<file path="config.mk">
export PLATFORM = sky130hd
export DESIGN_NAME = rvfpm_commit_scoreboard_flat
export DESIGN_NICKNAME = d
export VERILOG_FILES = /design/src/rtl/rvfpm_commit_scoreboard_pkg.sv /design/src/rtl/rvfpm_commit_scoreboard_if.sv /design/src/rtl/rvfpm_commit_scoreboard.sv /design/src/flat_wrapper.sv
export SDC_FILE = /design/constraint.sdc
export NUM_CORES = 1
export LEC_CHECK = 0
export ABC_AREA = 1
export ABC_CLOCK_PERIOD_IN_PS = 5000
export CAP_MARGIN = 20
export CORE_MARGIN = 2
export CORE_UTILIZATION = 45
export DETAILED_ROUTE_END_ITERATION = 8
export HOLD_SLACK_MARGIN = 0.08
export PLACE_DENSITY_LB_ADDON = 0.05
export SLEW_MARGIN = 20
export SYNTH_ARGS = -nofsm -noshare
export SYNTH_HDL_FRONTEND = slang
export SYNTH_SLANG_ARGS = --single-unit
</file>
<file path="constraint.sdc">
create_clock -name ck -period 5 [get_ports ck]
set_input_delay 1 -clock ck [delete_from_list [all_inputs] [get_ports ck]]
set_output_delay 1 -clock ck [all_outputs]
set_load 0.01 [all_outputs]
</file>
<file path="src/rtl/rvfpm_commit_scoreboard_pkg.sv">
// Shared types and sizing constants for the FPU commit scoreboard.
// Latency: n/a (declarations only).
// Backpressure: n/a.
package pa_rvfpm;

    // Default number of in-flight entries and XIF id width.
    localparam int SCB_QUEUE_DEPTH = 4;
    localparam int SCB_ID_W        = 4;

    // Head/tail pointers carry one extra bit so full and empty can be told apart.
    localparam int SCB_PTR_W = $clog2(SCB_QUEUE_DEPTH) + 1;

    // One tracked instruction. The id field is SCB_ID_W wide; the scoreboard
    // casts to and from its X_ID_WIDTH parameter.
    typedef struct packed {
        logic                valid;
        logic                committed;
        logic                killed;
        logic [SCB_ID_W-1:0] id;
        logic [31:0]         instr;
    } scb_entry_t;

endpackage

</file>
<file path="src/rtl/rvfpm_commit_scoreboard_if.sv">
// Issue/commit/dispatch bundle between the XIF front end and the FPU scoreboard.
// Latency: n/a (wires only).
// Backpressure: alloc_valid/alloc_ready and dispatch_valid/dispatch_ready handshakes.
interface rvfpm_commit_scoreboard_if #(
    parameter int X_ID_WIDTH = 4
);
    logic                  alloc_valid;
    logic                  alloc_ready;
    logic [X_ID_WIDTH-1:0] alloc_id;
    logic [31:0]           alloc_instr;

    logic                  commit_valid;
    logic [X_ID_WIDTH-1:0] commit_id;
    logic                  commit_kill;

    logic                  dispatch_valid;
    logic                  dispatch_ready;
    logic [X_ID_WIDTH-1:0] dispatch_id;
    logic [31:0]           dispatch_instr;

    logic                  drop_valid;
    logic [X_ID_WIDTH-1:0] drop_id;
    logic                  commit_miss;

    // Core / issue side: offers instructions and commits, accepts dispatches.
    modport master (
        output alloc_valid, alloc_id, alloc_instr,
        output commit_valid, commit_id, commit_kill,
        output dispatch_ready,
        input  alloc_ready,
        input  dispatch_valid, dispatch_id, dispatch_instr,
        input  drop_valid, drop_id, commit_miss
    );

    // Scoreboard side.
    modport slave (
        input  alloc_valid, alloc_id, alloc_instr,
        input  commit_valid, commit_id, commit_kill,
        input  dispatch_ready,
        output alloc_ready,
        output dispatch_valid, dispatch_id, dispatch_instr,
        output drop_valid, drop_id, commit_miss
    );

endinterface

</file>
<file path="src/rtl/rvfpm_commit_scoreboard.sv">
// Holds issued FPU instructions until commit/kill; releases committed ones in order, retires killed ones.
// Latency: alloc+commit to dispatch_valid 1 cycle; killed head dropped 1 cycle after the kill edge.
// Backpressure: alloc_ready=!full (no same-cycle pop credit); head held while dispatch_ready=0.
// Optional RVFPM_SCB_STATS_EN adds dispatch/kill event counters; otherwise stat_* are tied to 0.
module rvfpm_commit_scoreboard
    import pa_rvfpm::*;
#(
    parameter int QUEUE_DEPTH = SCB_QUEUE_DEPTH,
    parameter int X_ID_WIDTH  = SCB_ID_W
) (
    input  logic                         ck,
    input  logic                         rst,
    rvfpm_commit_scoreboard_if.slave     xif,
    output logic [$clog2(QUEUE_DEPTH):0] count,
    output logic [31:0]                  stat_dispatched,
    output logic [31:0]                  stat_killed
);

    localparam int IDX_W = $clog2(QUEUE_DEPTH);
    localparam int PTR_W = IDX_W + 1;

    typedef logic [PTR_W-1:0] ptr_t;

    scb_entry_t             q [QUEUE_DEPTH];
    ptr_t                   head_ptr;
    ptr_t                   tail_ptr;
    logic [IDX_W-1:0]       head_idx;
    logic [IDX_W-1:0]       tail_idx;
    logic                   full;
    logic                   alloc_fire;

    scb_entry_t             head_q;
    logic                   disp_vld;
    logic                   disp_fire;
    logic                   drop_fire;
    logic                   pop;

    logic [IDX_W-1:0]       scan_idx;
    logic                   match_old;
    int                     match_k;
    logic                   match_new;
    logic                   commit_hit;
    logic                   new_committed;
    logic                   new_killed;
    logic [QUEUE_DEPTH-1:0] commit_mask;
    logic [QUEUE_DEPTH-1:0] kill_mask;

    logic                   drop_vld_q;
    logic [X_ID_WIDTH-1:0]  drop_id_q;
    logic                   miss_q;

    assign head_idx   = head_ptr[IDX_W-1:0];
    assign tail_idx   = tail_ptr[IDX_W-1:0];
    assign full       = (head_ptr[IDX_W] != tail_ptr[IDX_W]) && (head_idx == tail_idx);
    assign alloc_fire = xif.alloc_valid && !full;
    assign count      = tail_ptr - head_ptr;

    // Head decode: everything on the dispatch side comes from stored state only.
    assign head_q    = q[head_idx];
    assign disp_vld  = head_q.valid && head_q.committed && !head_q.killed;
    assign disp_fire = disp_vld && xif.dispatch_ready;
    assign drop_fire = head_q.valid && head_q.killed;
    assign pop       = disp_fire || drop_fire;

    assign xif.alloc_ready    = !full;
    assign xif.dispatch_valid = disp_vld;
    assign xif.dispatch_id    = X_ID_WIDTH'(head_q.id);
    assign xif.dispatch_instr = head_q.instr;
    assign xif.drop_valid     = drop_vld_q;
    assign xif.drop_id        = drop_id_q;
    assign xif.commit_miss    = miss_q;

    // Commit matching: priority scan from the head for the oldest uncommitted
    // id match, then a kill mask covering it and everything younger. A
    // same-cycle allocation is the youngest candidate. The popping head is
    // already committed, so a kill can never cover it.
    always_comb begin
        scan_idx    = '0;
        match_old   = 1'b0;
        match_k     = 0;
        commit_mask = '0;
        kill_mask   = '0;
        for (int k = 0; k < QUEUE_DEPTH; k++) begin
            scan_idx = head_idx + IDX_W'(k);
            if (xif.commit_valid && !match_old && q[scan_idx].valid &&
                !q[scan_idx].committed &&
                (X_ID_WIDTH'(q[scan_idx].id) == xif.commit_id)) begin
                match_old             = 1'b1;
                match_k               = k;
                commit_mask[scan_idx] = 1'b1;
            end
        end
        for (int k = 0; k < QUEUE_DEPTH; k++) begin
            scan_idx = head_idx + IDX_W'(k);
            if (match_old && xif.commit_kill && (k >= match_k) && q[scan_idx].valid) begin
                commit_mask[scan_idx] = 1'b1;
                kill_mask[scan_idx]   = 1'b1;
            end
        end
        match_new     = xif.commit_valid && !match_old && alloc_fire &&
                        (xif.alloc_id == xif.commit_id);
        commit_hit    = match_old || match_new;
        new_committed = match_new || (match_old && xif.commit_kill);
        new_killed    = xif.commit_kill && commit_hit;
    end

    // Entry storage: pop clears the head, allocation writes the tail, and
    // commit/kill masks update everything else.
    always_ff @(posedge ck or negedge rst) begin
        if (!rst) begin
            for (int i = 0; i < QUEUE_DEPTH; i++) begin
                q[i] <= '0;
            end
        end else begin
            for (int i = 0; i < QUEUE_DEPTH; i++) begin
                if (pop && (IDX_W'(i) == head_idx)) begin
                    q[i].valid <= 1'b0;
                end else if (alloc_fire && (IDX_W'(i) == tail_idx)) begin
                    q[i] <= '{valid:     1'b1,
                              committed: new_committed,
                              killed:    new_killed,
                              id:        SCB_ID_W'(xif.alloc_id),
                              instr:     xif.alloc_instr};
                end else begin
                    if (commit_mask[i]) q[i].committed <= 1'b1;
                    if (kill_mask[i])   q[i].killed    <= 1'b1;
                end
            end
        end
    end

    // Head/tail pointers wrap modulo twice the depth.
    always_ff @(posedge ck or negedge rst) begin
        if (!rst) begin
            head_ptr <= '0;
            tail_ptr <= '0;
        end else begin
            if (pop)        head_ptr <= head_ptr + ptr_t'(1);
            if (alloc_fire) tail_ptr <= tail_ptr + ptr_t'(1);
        end
    end

    // Registered event pulses: drop report and unmatched commit.
    always_ff @(posedge ck or negedge rst) begin
        if (!rst) begin
            drop_vld_q <= 1'b0;
            drop_id_q  <= '0;
            miss_q     <= 1'b0;
        end else begin
            drop_vld_q <= drop_fire;
            if (drop_fire) drop_id_q <= X_ID_WIDTH'(head_q.id);
            miss_q     <= xif.commit_valid && !commit_hit;
        end
    end

`ifdef RVFPM_SCB_STATS_EN
    logic [31:0] stat_disp_q;
    logic [31:0] stat_kill_q;

    // Free-running event counters, wrapping at 2^32.
    always_ff @(posedge ck or negedge rst) begin
        if (!rst) begin
            stat_disp_q <= '0;
            stat_kill_q <= '0;
        end else begin
            if (disp_fire) stat_disp_q <= stat_disp_q + 32'd1;
            if (drop_fire) stat_kill_q <= stat_kill_q + 32'd1;
        end
    end

    assign stat_dispatched = stat_disp_q;
    assign stat_killed     = stat_kill_q;
`else
    assign stat_dispatched = '0;
    assign stat_killed     = '0;
`endif

endmodule

</file>
<file path="src/flat_wrapper.sv">
// flat-port wrapper written by rule: the top's interface ports become plain ports
module rvfpm_commit_scoreboard_flat import pa_rvfpm::*;
#(
    parameter int QUEUE_DEPTH = SCB_QUEUE_DEPTH,
    parameter int X_ID_WIDTH  = SCB_ID_W
)
  (ck, rst, count, stat_dispatched, stat_killed, xif_alloc_valid, xif_alloc_id, xif_alloc_instr, xif_commit_valid, xif_commit_id, xif_commit_kill, xif_dispatch_ready, xif_alloc_ready, xif_dispatch_valid, xif_dispatch_id, xif_dispatch_instr, xif_drop_valid, xif_drop_id, xif_commit_miss);
  rvfpm_commit_scoreboard_if #(.X_ID_WIDTH(X_ID_WIDTH)) xif_i ();
  input  logic ck;
  input  logic rst;
  output logic [$clog2(QUEUE_DEPTH):0] count;
  output logic [31:0] stat_dispatched;
  output logic [31:0] stat_killed;
  input wire logic [$bits(xif_i.alloc_valid)-1:0] xif_alloc_valid;
  input wire logic [$bits(xif_i.alloc_id)-1:0] xif_alloc_id;
  input wire logic [$bits(xif_i.alloc_instr)-1:0] xif_alloc_instr;
  input wire logic [$bits(xif_i.commit_valid)-1:0] xif_commit_valid;
  input wire logic [$bits(xif_i.commit_id)-1:0] xif_commit_id;
  input wire logic [$bits(xif_i.commit_kill)-1:0] xif_commit_kill;
  input wire logic [$bits(xif_i.dispatch_ready)-1:0] xif_dispatch_ready;
  output wire logic [$bits(xif_i.alloc_ready)-1:0] xif_alloc_ready;
  output wire logic [$bits(xif_i.dispatch_valid)-1:0] xif_dispatch_valid;
  output wire logic [$bits(xif_i.dispatch_id)-1:0] xif_dispatch_id;
  output wire logic [$bits(xif_i.dispatch_instr)-1:0] xif_dispatch_instr;
  output wire logic [$bits(xif_i.drop_valid)-1:0] xif_drop_valid;
  output wire logic [$bits(xif_i.drop_id)-1:0] xif_drop_id;
  output wire logic [$bits(xif_i.commit_miss)-1:0] xif_commit_miss;
  assign xif_i.alloc_valid = xif_alloc_valid;
  assign xif_i.alloc_id = xif_alloc_id;
  assign xif_i.alloc_instr = xif_alloc_instr;
  assign xif_i.commit_valid = xif_commit_valid;
  assign xif_i.commit_id = xif_commit_id;
  assign xif_i.commit_kill = xif_commit_kill;
  assign xif_i.dispatch_ready = xif_dispatch_ready;
  assign xif_alloc_ready = xif_i.alloc_ready;
  assign xif_dispatch_valid = xif_i.dispatch_valid;
  assign xif_dispatch_id = xif_i.dispatch_id;
  assign xif_dispatch_instr = xif_i.dispatch_instr;
  assign xif_drop_valid = xif_i.drop_valid;
  assign xif_drop_id = xif_i.drop_id;
  assign xif_commit_miss = xif_i.commit_miss;
  rvfpm_commit_scoreboard #(.QUEUE_DEPTH(QUEUE_DEPTH), .X_ID_WIDTH(X_ID_WIDTH)) u_core (.ck(ck), .rst(rst), .xif(xif_i), .count(count), .stat_dispatched(stat_dispatched), .stat_killed(stat_killed));
endmodule
</file>
==> impl_metrics.env, run 1 <==
export IMPL_preCtsSetupSlack_ns=1.74
export IMPL_cts_buffer_depth=2
export IMPL_root_buffer="clkbuf_16"
export IMPL_total_power_mw=7.93
export IMPL_skew_ns=0.0123
export IMPL_antenna_found_initial=0
export IMPL_worst_slack_ns=1.40
export IMPL_netlist_instances=1198
export IMPL_grt_overflow_total=0
export IMPL_avgSynthCellArea_um2=7.84
export IMPL_hp_class="reg2reg"
export IMPL_cts_resized=0
export IMPL_cts_hold_buf=0
export IMPL_hold_violations=0
export IMPL_ir_worst_vdd_uv=340
export IMPL_pwr_share_comb_pct=52.5
export IMPL_area_growth_pct=14.5
export IMPL_cp_required_ns=4.00
export IMPL_portBuffers=92
export IMPL_cp_start_kind="register"
export IMPL_synth_seq_cells=168
export IMPL_grt_max_degree=95
export IMPL_pin_count=157
export IMPL_clock_sinks=168
export IMPL_p_sw_mw=3.49
export IMPL_ys_seq_area_share_pct=44.8
export IMPL_die_area_um2=22000
export IMPL_p_int_mw=4.43
export IMPL_slew_headroom_pct=40.7
export IMPL_drt_iter0_drc=709
export IMPL_gp_congestion=0.867
export IMPL_finalCritPeriodShare_pct=72.1
export IMPL_die_w_um=148
export IMPL_max_freq_mhz=277
export IMPL_std_cell_rows=52
export IMPL_grt_usage_pct=21.7
export IMPL_finalMaxSlewViolations=0
export IMPL_p_sw_share_pct=44.1
export IMPL_layout_commonest_cell="nand2_1"
export IMPL_dp_hpwl_um=14800
export IMPL_grt_pass1_wl_um=38300
export IMPL_crit_fanout=64
export IMPL_fin_util_pct=52.8
export IMPL_ys_warn_count=0
export IMPL_max_cap_violations=0
export IMPL_start_util_pct=46.1
export IMPL_design_core_area_um2=20400
export IMPL_synth_area_top_cells="dfrtp_1 (45%), nand2_1 (12%), o21ai_0 (9.4%)"
export IMPL_antenna_cells=0
export IMPL_fin_nets=1311
export IMPL_synth_largest_area_cell="dfrtp_1"
export IMPL_worst_setup_path_type="reg2out"
export IMPL_post_cts_buffers=0
export IMPL_synth_cell_types=36
export IMPL_p_leak_nw=5.21
export IMPL_ant_nets=0
export IMPL_cts_buffers_inserted=17
export IMPL_htreeDepth=4
export IMPL_p_seq_share_pct=29.8
export IMPL_die_h_um=148
export IMPL_cts_clk_slew_worst_paths_ns=0.07
export IMPL_setup_violations_final=0
export IMPL_p_clk_share_pct=17.7
export IMPL_synth_top_area_share_pct=44.8
export IMPL_clk_insertion_delay_late_ns=0.42
export IMPL_avgViaCountPerCell=5.09
export IMPL_routed_wl_um=23300
export IMPL_drc_errors=0
export IMPL_rsz0062_at_grt="no"
export IMPL_wl_per_cell_um=15.2
export IMPL_period_needed_ns=3.60
export IMPL_powerDensity_nw_per_um2=738
export IMPL_cts_tree="built"
export IMPL_timing_hold_ws_ns=0.477
export IMPL_final_cell_mix="nand2_1 (303), o21ai_0 (176), dfrtp_1 (166)"
export IMPL_cp_arrival_ns=2.60
export IMPL_grt_pass1_vias=7343
export IMPL_worstMarginPinSlew_ns=0.889
export IMPL_drive_gt1_share_pct=8.52
export IMPL_synth_area_um2=9390
export IMPL_critPathCaptureType="output pin"
export IMPL_tns_ns=0
export IMPL_vias=7817
export IMPL_drt_first_pass_iters=8
export IMPL_outcome="finished, final reports clean"
[state kept, by name (all words and copies together), names as in the netlist]
name,cells
u_core.head_ptr,3
u_core.q,156
u_core.tail_ptr,3
u_core.xif.commit_miss,1
u_core.xif.drop_id,4
u_core.xif.drop_valid,1
[metrics by stage]
step / instance area [um2] / cells
final: 10700 / 1537
after global routing: 10700 / 1537
after CTS: 10700 / 1537
after detailed placement: 10100 / 1505
after global placement: 10100 / 1505
after floorplan: 9620 / 1261
[power groups by stage]
stage / logic (mW) / clock network (mW) / registers, mW
4_1_cts: 4.18 / 1.43 / 2.36
6_report: 4.16 / 1.40 / 2.36
5_1_grt: 4.69 / 1.49 / 2.44
3_5_place_dp: 4.17 / 0 / 2.37
2_1_floorplan: 2.89 / 0 / 2.29
3_3_place_gp: 4.15 / 0 / 2.37
[routing by layer]
metal	up-vias	global-route usage, %	part of all wire (%)
li1	3897	-	-
met1	3668	31.4	48
met2	232	34.6	47
met3	20	3.10	4.7
met4	0	5.48	0.97
met5	-	0	0
[logic make-up (layout without fill, tap and decap cells)]
group | count (synthesis) | after routing | synth area share, %
AO/OA/AOI/OAI | 272 | 272 | 15.3
other | 1 | 64 | 0.0399
XOR/XNOR | 8 | 8 | 0.746
adder cells (fa/ha/maj) | 11 | 11 | 1.55
buffers and inverters | 210 | 216 | 12.4
flip-flops | 168 | 168 | 44.8
AND/OR/NAND/NOR | 528 | 528 | 25.2
[cell usage after synthesis (all sizes together)]
master   instances
a2111oi          1
a211oi           1
a21o             1
a21oi           10
and2             1
and3             1
buf            101
clkbuf          24
conb             1
dfrtp          168
fa               1
ha              10
inv             85
nand2          327
nand3           91
nand3b           1
nand4            6
nor2           101
o21ai          224
o22ai           35
xor2             8
[final timing paths]
kind | startpoint | to | slack (ns) | cells after the start
min in group asynchronous | rst | u_core.tail_ptr[0]$_DFFE_PN0P_ | 0.64 | 1
worst min register to register | u_core.q[75]$_DFFE_PN0P_ | u_core.q[75]$_DFFE_PN0P_ | 0.48 | 2
worst max-delay path | u_core.head_ptr[0]$_DFFE_PN0N_ | xif_dispatch_instr[21] | 1.40 | 5
worst max register to register | u_core.head_ptr[0]$_DFFE_PN0N_ | u_core.q[37]$_DFFE_PN0P_ | 1.67 | 15
worst min-delay path | u_core.q[75]$_DFFE_PN0P_ | u_core.q[75]$_DFFE_PN0P_ | 0.48 | 2
max in group asynchronous | rst | u_core.q[123]$_DFFE_PN0P_ | 3.35 | 2
[area by class of cell]
type                    count  area (um2)
clock buffers              18         439
clock inverters            14         188
fillers                  2002        9620
inverters                  85         319
multi-input cells         883        4260
flip-flops and latches    168        4210
well taps                 270         338
repair buffers             99        1000
[worst max-delay path, cell delays in order (launching register included)]
cell	delay [ns]
dfrtp_2	0.43
inv_2	0.40
buf_12	0.33
o21ai_0	0.12
o22ai_1	0.25
clkdlybuf4s50_1	0.60
No activity file was read; power rests on OpenSTA's default activity.
==> inputs of run 2 (changes only) <==
--- a/config.mk
+++ b/config.mk
@@ -6,7 +6,7 @@
 export NUM_CORES = 1
 export LEC_CHECK = 0
 export ABC_AREA = 1
-export ABC_CLOCK_PERIOD_IN_PS = 5000
+export ABC_CLOCK_PERIOD_IN_PS = 3200
 export CAP_MARGIN = 20
 export CORE_MARGIN = 2
 export CORE_UTILIZATION = 45
==> constraint.sdc (replaced) <==
create_clock -name ck -period 3.2 [get_ports ck]
set_input_delay 0.64 -clock ck [delete_from_list [all_inputs] [get_ports ck]]
set_output_delay 0.64 -clock ck [all_outputs]
set_load 0.01 [all_outputs]
==> run 2 against run 1 <==
- non-clock buffer count is 13 higher
- register-to-register slack worse by 1.2 ns
- global-route usage is 0.20 points higher
- final area is 1.4% higher
- utilization is 0.76 points higher
- sequential share of layout area is 0.56 points lower
- sequential power is 56% higher
- critical endpoint is now xif_dispatch_valid
==> impl_metrics.env, run 2 (synthesis results as in run 1) <==
export IMPL_outcome="finished, final reports clean"
export IMPL_preCtsSetupSlack_ns=0.510
export IMPL_grt_pass1_wl_um=38500
export IMPL_cp_required_ns=2.56
export IMPL_ant_nets=0
export IMPL_worst_slack_ns=0.187
export IMPL_ff2ff_setup_slack_ns=0.46
export IMPL_period_needed_ns=3.01
export IMPL_post_cts_buffers=0
export IMPL_crit_fanout=63
export IMPL_grt_max_degree=66
export IMPL_tns_ns=0
export IMPL_drt_first_pass_iters=6
export IMPL_grt_use_met2_pct=34.4
export IMPL_wl_per_cell_um=15.0
export IMPL_critPathCaptureType="output pin"
export IMPL_nFillCells=2032
export IMPL_grt_busiest_layer="met2"
export IMPL_setup_violations_final=0
export IMPL_die_area_um2=22000
export IMPL_die_w_um=148
export IMPL_finalMaxSlewViolations=0
export IMPL_cts_buffer_depth=2
export IMPL_max_cap_violations=0
export IMPL_crit_reg2reg_launch="u_core.head_ptr[0]$_DFFE_PN0N_"
export IMPL_hp_class="in2async"
export IMPL_grt_overflow_total=0
export IMPL_grt_pass1_vias=7256
export IMPL_reg2regPathDepth=15
export IMPL_vias=7797
export IMPL_largest_register="u_core.q"
export IMPL_use_met3_pct=2.67
export IMPL_largest_reg_flops=156
export IMPL_cp_endpoint="xif_dispatch_valid"
export IMPL_clock_sinks=168
export IMPL_cts_resized=0
export IMPL_start_util_pct=46.1
export IMPL_skew_ns=0.0117
export IMPL_timing_rr_end="u_core.q[37]$_DFFE_PN0P_"
export IMPL_layout_commonest_cell="nand2_1"
export IMPL_std_cell_rows=52
export IMPL_cp_arrival_ns=2.37
export IMPL_drc_errors=0
export IMPL_cp_start_kind="register"
export IMPL_grt_usage_pct=21.9
export IMPL_placed_area_um2=10300
export IMPL_gp_congestion=0.903
export IMPL_die_h_um=148
export IMPL_rsz0062_at_grt="no"
export IMPL_routed_wl_um=23300
export IMPL_cts_tree="built"
export IMPL_avgViaCountPerCell=5.03
export IMPL_root_buffer="clkbuf_16"
export IMPL_drt_iter0_drc=594
export IMPL_worst_setup_path_type="reg2out"
export IMPL_ir_worst_vdd_uv=501
export IMPL_cts_buffers_inserted=17
export IMPL_pin_count=157
export IMPL_worstMarginPinSlew_ns=0.676
export IMPL_p_leak_nw=5.30
export IMPL_dp_hpwl_um=15500
export IMPL_fin_util_pct=53.5
export IMPL_final_cell_mix="nand2_1 (303), o21ai_0 (176), dfrtp_1 (166)"
export IMPL_clk_insertion_delay_late_ns=0.42
export IMPL_portBuffers=92
export IMPL_cts_clk_slew_worst_paths_ns=0.07
export IMPL_use_met1_pct=32.6
export IMPL_antenna_cells=0
export IMPL_htreeDepth=4
export IMPL_antenna_found_initial=0
export IMPL_area_growth_pct=16.1
export IMPL_final_area_um2=10900
export IMPL_slew_headroom_pct=53.8
export IMPL_hold_violations=0
export IMPL_drive_gt1_share_pct=9.45
export IMPL_max_freq_mhz=332
export IMPL_powerDensity_nw_per_um2=1140
export IMPL_cts_hold_buf=0
export IMPL_fin_nets=1324
export IMPL_startpoint="u_core.head_ptr[0]$_DFFE_PN0N_"
export IMPL_design_core_area_um2=20400
export IMPL_finalCritPeriodShare_pct=94.2
[run 2: critical path: stages, from the launching register on]
cell,delay (ns)
dfrtp_2,0.43
inv_2,0.09
buf_12,0.28
nand2_1,0.15
nand3_2,0.13
and2_4,0.18
nand2_1,0.05
nor2_1,0.10
clkdlybuf4s50_1,0.54
[run 2: per-layer routing]
layer  up-vias  wire (um)
li1       3924          -
met1      3658      11300
met2       196      10700
met3        19        958
met4         0        298
met5         -          0
[run 2: layout make-up]
class                      instances  area, um2  area share [%]
multi-input combinational        883       4260            39.0
sequential                       168       4210            38.6
timing repair buffer             112       1190            10.9
clock buffer                      18        439            4.03
tap                              270        338            3.10
inverter                          85        319            2.93
clock inverter                    14        154            1.41
[run 2: worst min path at each step]
stage | end | slack [ns] | cells past startpoint
6_report | u_core.q[36]$_DFFE_PN0P_ | 0.20 | 1
5_1_grt | u_core.q[36]$_DFFE_PN0P_ | 0.26 | 1
4_1_cts | u_core.tail_ptr[0]$_DFFE_PN0P_ | 0.23 | 1
3_5_place_dp | u_core.q[153]$_DFFE_PN0P_ | 0.47 | 2
3_3_place_gp | u_core.q[103]$_DFFE_PN0P_ | 0.46 | 2
2_1_floorplan | u_core.head_ptr[0]$_DFFE_PN0N_ | 0.34 | 0
[run 2: metrics by stage]
stage / cells / hold WS (ns) / power (mW)
after floorplan: 1261 / 0.344 / 8.09
after global routing: 1550 / 0.257 / 13.6
final: 1550 / 0.198 / 12.5
after global placement: 1518 / 0.461 / 10.4
after CTS: 1550 / 0.234 / 12.5
after detailed placement: 1518 / 0.467 / 10.4
[run 2: where the power goes]
part           internal, mW  leakage (nW)  switching [mW]
sequential             3.12          2.09           0.545
combinational          2.68          2.92            4.04
clock                  1.13         0.291           0.935
